File: src/rtl/cluster_dma_pkg.sv
// Shared types and sizing for the cluster DMA front end.
// Holds the address-width constants, the action/state enums and the issued-request descriptor.
package cluster_dma_pkg;

    localparam int SIZE        = 4;
    localparam int PROCSIZE    = 4;
    localparam int WORD_SIZE   = 8;
    localparam int PAGE_SIZE   = 2;
    localparam int PAGES_COUNT = SIZE - PAGE_SIZE;
    localparam int PROC_CNT    = 4;
    localparam int PROC_IDX_W  = $clog2(PROC_CNT);

    typedef enum logic {
        READ  = 1'b0,
        WRITE = 1'b1
    } dma_action_t;

    typedef enum logic [1:0] {
        IDLE  = 2'd0,
        ISSUE = 2'd1,
        BUSY  = 2'd2
    } arb_state_t;

    typedef struct packed {
        logic [PROC_IDX_W-1:0] proc;
        dma_action_t           action;
        logic [SIZE-1:0]       ptr;
        logic [PROCSIZE-1:0]   copy_start;
        logic [PROCSIZE-1:0]   copy_length;
    } dma_req_t;

    // Successor index that wraps for any processor count, not just powers of two.
    function automatic int wrap_inc(input int idx, input int n);
        return (idx + 1) % n;
    endfunction

endpackage

File: src/rtl/rr_arbiter.sv
// Combinational round-robin pick: first set bit of pending at or after base, wrapping.
// Scanned from the farthest offset down so the nearest pending index is the one left standing.
module rr_arbiter #(
    parameter int  N  = 4,
    localparam int IW = (N > 1) ? $clog2(N) : 1
) (
    input  logic [N-1:0]  pending,
    input  logic [IW-1:0] base,
    output logic [IW-1:0] grant_idx,
    output logic          grant_valid
);

    logic [IW-1:0] cand;

    always_comb begin
        grant_idx   = '0;
        grant_valid = 1'b0;
        cand        = '0;
        for (int i = N - 1; i >= 0; i--) begin
            cand = IW'((int'(base) + i) % N);
            if (pending[cand]) begin
                grant_idx   = cand;
                grant_valid = 1'b1;
            end
        end
    end

endmodule

File: src/rtl/dma_request_arbiter.sv
// DMA front end: turns per-processor request toggles into latched descriptors, issues them
// round-robin over valid/ready, then reports completion by toggling ack and returning a page pointer.
module dma_request_arbiter #(
    parameter int  PROC_CNT    = 4,
    parameter int  SIZE        = cluster_dma_pkg::SIZE,
    parameter int  PROCSIZE    = cluster_dma_pkg::PROCSIZE,
    parameter int  PAGES_COUNT = cluster_dma_pkg::PAGES_COUNT,
    localparam int IDX_W       = $clog2(PROC_CNT)
) (
    input  logic                                 clock,
    input  logic                                 reset_n,
    input  logic [PROC_CNT-1:0]                  trigger,
    input  logic [PROC_CNT-1:0]                  action,
    input  logic [PROC_CNT-1:0][SIZE-1:0]        ptr,
    input  logic [PROC_CNT-1:0][PROCSIZE-1:0]    copy_start,
    input  logic [PROC_CNT-1:0][PROCSIZE-1:0]    copy_length,
    output logic [PROC_CNT-1:0]                  ack,
    output logic [PROC_CNT-1:0][PAGES_COUNT-1:0] ptr_out,
    output logic [PROC_CNT-1:0]                  overflow,
    output logic                                 req_valid,
    input  logic                                 req_ready,
    output logic [IDX_W-1:0]                     req_proc,
    output logic                                 req_action,
    output logic [SIZE-1:0]                      req_ptr,
    output logic [PROCSIZE-1:0]                  req_copy_start,
    output logic [PROCSIZE-1:0]                  req_copy_length,
    input  logic                                 dma_done,
    input  logic [PAGES_COUNT-1:0]               dma_done_ptr
);

    import cluster_dma_pkg::dma_action_t;
    import cluster_dma_pkg::WRITE;
    import cluster_dma_pkg::arb_state_t;
    import cluster_dma_pkg::IDLE;
    import cluster_dma_pkg::ISSUE;
    import cluster_dma_pkg::BUSY;
    import cluster_dma_pkg::wrap_inc;

    arb_state_t state;
    arb_state_t state_next;

    logic [PROC_CNT-1:0]               last_trigger;
    logic [PROC_CNT-1:0]               toggled;
    logic [PROC_CNT-1:0]               pending;
    logic [PROC_CNT-1:0]               complete;
    logic [PROC_CNT-1:0]               slot_action;
    logic [PROC_CNT-1:0][SIZE-1:0]     slot_ptr;
    logic [PROC_CNT-1:0][PROCSIZE-1:0] slot_start;
    logic [PROC_CNT-1:0][PROCSIZE-1:0] slot_len;

    logic [IDX_W-1:0] rr_next;
    logic [IDX_W-1:0] rr_next_d;
    logic [IDX_W-1:0] grant_idx;
    logic             grant_valid;
    logic             load_req;
    logic             req_valid_d;
    logic             store_ptr;

    assign toggled = trigger ^ last_trigger;

    rr_arbiter #(
        .N (PROC_CNT)
    ) u_rr_arbiter (
        .pending     (pending),
        .base        (rr_next),
        .grant_idx   (grant_idx),
        .grant_valid (grant_valid)
    );

    // A slot completing on this edge counts as free, so a toggle landing with the done pulse is kept.
    always_ff @(posedge clock or negedge reset_n) begin
        if (!reset_n) begin
            last_trigger <= '0;
            pending      <= '0;
            ack          <= '0;
            overflow     <= '0;
            slot_action  <= '0;
            slot_ptr     <= '0;
            slot_start   <= '0;
            slot_len     <= '0;
        end else begin
            for (int p = 0; p < PROC_CNT; p++) begin
                if (complete[p]) begin
                    pending[p] <= 1'b0;
                    ack[p]     <= ~ack[p];
                end
                if (toggled[p]) begin
                    last_trigger[p] <= trigger[p];
                    if (!pending[p] || complete[p]) begin
                        pending[p]     <= 1'b1;
                        slot_action[p] <= action[p];
                        slot_ptr[p]    <= ptr[p];
                        slot_start[p]  <= copy_start[p];
                        slot_len[p]    <= copy_length[p];
                    end else begin
                        overflow[p] <= 1'b1;
                    end
                end
            end
        end
    end

    always_ff @(posedge clock or negedge reset_n) begin
        if (!reset_n) begin
            state <= IDLE;
        end else begin
            state <= state_next;
        end
    end

    // Zero-length requests complete straight from IDLE and still move the round-robin pointer on.
    always_comb begin
        state_next  = state;
        req_valid_d = req_valid;
        rr_next_d   = rr_next;
        load_req    = 1'b0;
        store_ptr   = 1'b0;
        complete    = '0;
        unique case (state)
            IDLE: begin
                if (grant_valid) begin
                    if (slot_len[grant_idx] == '0) begin
                        complete[grant_idx] = 1'b1;
                        rr_next_d           = IDX_W'(wrap_inc(32'(grant_idx), PROC_CNT));
                    end else begin
                        load_req    = 1'b1;
                        req_valid_d = 1'b1;
                        state_next  = ISSUE;
                    end
                end
            end
            ISSUE: begin
                if (req_ready) begin
                    req_valid_d = 1'b0;
                    state_next  = BUSY;
                end
            end
            BUSY: begin
                if (dma_done) begin
                    complete[req_proc] = 1'b1;
                    store_ptr          = (dma_action_t'(req_action) == WRITE);
                    rr_next_d          = IDX_W'(wrap_inc(32'(req_proc), PROC_CNT));
                    state_next         = IDLE;
                end
            end
            default: begin
                state_next  = IDLE;
                req_valid_d = 1'b0;
            end
        endcase
    end

    // Downstream descriptor is loaded once per grant and held untouched until the handshake.
    always_ff @(posedge clock or negedge reset_n) begin
        if (!reset_n) begin
            rr_next         <= '0;
            req_valid       <= 1'b0;
            req_proc        <= '0;
            req_action      <= 1'b0;
            req_ptr         <= '0;
            req_copy_start  <= '0;
            req_copy_length <= '0;
            ptr_out         <= '0;
        end else begin
            rr_next   <= rr_next_d;
            req_valid <= req_valid_d;
            if (load_req) begin
                req_proc        <= grant_idx;
                req_action      <= slot_action[grant_idx];
                req_ptr         <= slot_ptr[grant_idx];
                req_copy_start  <= slot_start[grant_idx];
                req_copy_length <= slot_len[grant_idx];
            end
            if (store_ptr) begin
                ptr_out[req_proc] <= dma_done_ptr;
            end
        end
    end

endmodule

File: config.mk
export PLATFORM = sky130hd
export DESIGN_NAME = dma_request_arbiter
export DESIGN_NICKNAME = d
export VERILOG_FILES = /design/src/rtl/cluster_dma_pkg.sv /design/src/rtl/rr_arbiter.sv /design/src/rtl/dma_request_arbiter.sv
export SDC_FILE = /design/constraint.sdc
export NUM_CORES = 1
export LEC_CHECK = 0
export BUFFER_PORTS_ARGS = -buffer_cell sky130_fd_sc_hd__clkbuf_2
export CAP_MARGIN = 5
export CORE_MARGIN = 5
export CORE_UTILIZATION = 40
export CTS_BUF_LIST = sky130_fd_sc_hd__clkbuf_16
export CTS_CLUSTER_SIZE = 24
export DETAILED_ROUTE_END_ITERATION = 6
export SYNTH_ARGS = -nofsm -noshare
export SYNTH_HDL_FRONTEND = slang
export SYNTH_SLANG_ARGS = --single-unit
File: constraint.sdc
create_clock -name clock -period 4.9 [get_ports clock]
set_input_delay 0.98 -clock clock [delete_from_list [all_inputs] [get_ports clock]]
set_output_delay 0.98 -clock clock [all_outputs]
set_load 0.01 [all_outputs]
==> impl_metrics.yaml <==
run_status:
  outcome: "finished clean"
worst_setup_path:
  crit_path_cell_trace: "a21o_1 > a21oi_1 > o22a_1 > mux2i_1 > mux2i_1 > or4_1 > a31oi_2 > mux2_2"
  critPathMaxFanout: 30
  worstSetupEndpointType: "flip-flop"
  crit_type: "flip-flop to flip-flop"
  crit_top_cell: "mux2i_1"
  max_stage_delay_ps: 940
  crit_slowest_cell: "o22a_1"
  critical_path.top_delay_family: "compound AO/OA/AOI/OAI gates"
  r2r_setup_slack_ps: 770
  arrival_ps: 4360
  start_kind: "flip-flop"
  critPathBufInv: 0
  required_ps: 5120
sta:
  worst_slew_pin_slew_ps: 1150
  setup_viol: 0
  fin_tns_setup_ps: 0
  rsz0062_at_grt: "false"
  drv_slew: 0
  hold_viol_final: 0
  maxSlewHeadroom_pct: 23.3
  fmax_mhz: 242
  period_minus_slack_ps: 4130
  finalCritPeriodShare_pct: 84.3
  skew_ps: 14.4
global_routing:
  overflow: 0
  grtUsageTotal_pct: 16.0
  grt_pass1_vias: 3214
  grt_max_degree: 56
  antenna_found_initial: 0
  grt_first_pass_wirelength_um: 16300
drt:
  firstDrtPassIters: 4
  drc: 0
  dr_total_vias: 2999
  routed_wl_um: 9990
  final_antenna_net_count: 0
  detail_route.wl_per_cell_um: 17.5
  drtIter0Drc: 113
  viasPerCell: 5.26
clock_tree:
  clockBufferDepth: 2
  cts_post_setup_buffers_inserted: 0
  post_cts_resized: 0
  h-tree-depth: 3
  cts_buffers: 9
  cts_hold_buffers: 0
  cts_tree: "done"
  cts.sinks: 96
  root_buffer: "clkbuf_16"
  clkTransAtPathRegs_ps: 70
  clock_latency_ps: 350
pwr:
  clkPwrFrac_pct: 18.4
  comb_power_share_pct: 43.2
  seq_power_share_pct: 38.5
  power_mw: 3.65
  ir_worst_vdd_mv: 0.266
  p_leak_nw: 2.47
  power_density_nw_per_um2: 704
  power.switching_mw: 1.37
  switching_share_pct: 37.6
  p_int_mw: 2.28
run:
  max-cap-violations: 0
cells_and_area:
  antenna_cells: 0
  drive_gt1_share_pct: 41.2
  layout.nets: 487
  syn2layout_area_growth_pct: 20.0
  design_area_um2: 5190
  layoutNonFillerInstCount: 570
  final_util_pct: 48.5
synth:
  synth-compound-area-share_pct: 9.14
  synth.area.top_cells: "dfrtp_1, mux2_2, mux2i_1"
  syn_area_um2: 4330
  synth_top_area_share_pct: 55.5
  yosysMostFrequentCell: "dfrtp_1"
  yosysWarnings: 0
  synth-edff-count: 0
  synthSimpleGateAreaFrac_pct: 7.66
  synth_nets: 397
  ys_ff_latch: 96
  synth_area_leader_cell: "dfrtp_1"
  synthTopCellsByCount: "dfrtp_1, mux2_2, mux2i_1"
  synth_cells: 335
  synthMuxAreaShare_pct: 22.9
  synth_xor_area_share_pct: 2.02
  synthAdderAreaFrac_pct: 0
  ys_types: 47
  synth_top_family_by_area: "multiplexers"
  ys_seq_area_share_pct: 55.5
  async_flop_share_pct: 100
  synthFlopType: "dfrtp_1"
  syn-mean-instance-area_um2: 12.9
placed_design:
  post-place-cells: 554
  portBuffers: 93
  hpwl_um: 7470
  placed_cell_area_um2: 4910
  finalWeightedCongestion: 0.780
die:
  num_io_pins: 94
  initial_core_util_pct: 40.4
  rows: 38
  dieArea_um2: 13000
  die_w_um: 114
  die_h_um: 114
  core_um2: 10700
worst_hold_path:
  hp-class: "flip-flop to flip-flop"
power by group through the flow:
stage	Clock [mW]	Sequential [mW]	Combinational [mW]
3_3_place_gp	0	1.42	1.55
4_1_cts	0.692	1.41	1.60
2_1_floorplan	0	1.39	1.17
5_1_grt	0.723	1.45	1.75
6_report	0.671	1.41	1.58
3_5_place_dp	0	1.42	1.59
area by class of cell:
cell class	instances	area [µm²]
tap	140	175
sequential	96	2400
fill	1005	5510
clock buffer	9	225
timing repair buffer	97	498
inverter	7	26.3
multi-input combinational	214	1800
clock inverter	7	61.3
cell families (layout without fill, tap and decap cells):
group / Yosys count / after routing
AND/OR/NAND/NOR: 60 / 60
AO/OA/AOI/OAI: 57 / 57
multiplexers: 87 / 87
XOR/XNOR: 10 / 10
buffers and inverters: 25 / 120
flip-flops: 96 / 96
placed cells by master, fill, tap and decap left out, drive strengths merged, types with 4 or more instances in the layout:
master	n
nand3	5
clkbuf	101
a22o	6
xnor2	5
buf	5
xor2	5
o21ai	12
nor2	5
inv	11
nor4	5
a21oi	12
or4	4
nor2b	5
a211oi	9
dfrtp	96
nand2b	4
mux2	68
and3	9
nand2	16
mux2i	19
sequential cells by signal, indices dropped and copies added, names as in the netlist:
signal and count:
req_copy_start 4, req_copy_length 4, req_proc 2, slot_action 4, ptr_out 8, ack 4
slot_start 16, pending 4, req_action 1, slot_len 16, overflow 4, slot_ptr 16
rr_next 2, last_trigger 4, state 2, req_ptr 4, req_valid 1
path summary, 6_finish.rpt:
kind,end,from,cells past startpoint
max,slot_ptr[4],pending[1],8
min,overflow[3],overflow[3],2
max reg2reg,slot_ptr[4],pending[1],8
min reg2reg,overflow[3],overflow[3],2
max in group asynchronous,slot_ptr[11],reset_n,2
min in group asynchronous,ptr_out[2],reset_n,1
metrics by stage:
| step | worst slack [ps] | hold WS [ps] |
|---|---|---|
| after floorplan | 1960 | 457 |
| after global placement | 965 | 455 |
| after CTS | 757 | 471 |
| after detailed placement | 770 | 456 |
| after global routing | 454 | 476 |
| final | 767 | 465 |
routing by layer:
layer / track usage, % / part of all wire, % / up-vias
met1: 21.3 / 45 / 1485
met3: 4.67 / 6.8 / 14
met4: 5.46 / 1.5 / 0
met2: 25.2 / 47 / 98
li1: - / - / 1402
met5: 0 / 0 / -
worst reg2reg max path: cells and delay by family, from the launching register on:
kind	cells	cell delay, ps
muxes	3	880
AOI/OAI and AO/OA	4	2050
and+or+nand+nor	1	610
DFF	1	470
No activity file was read; power rests on OpenSTA's default activity.
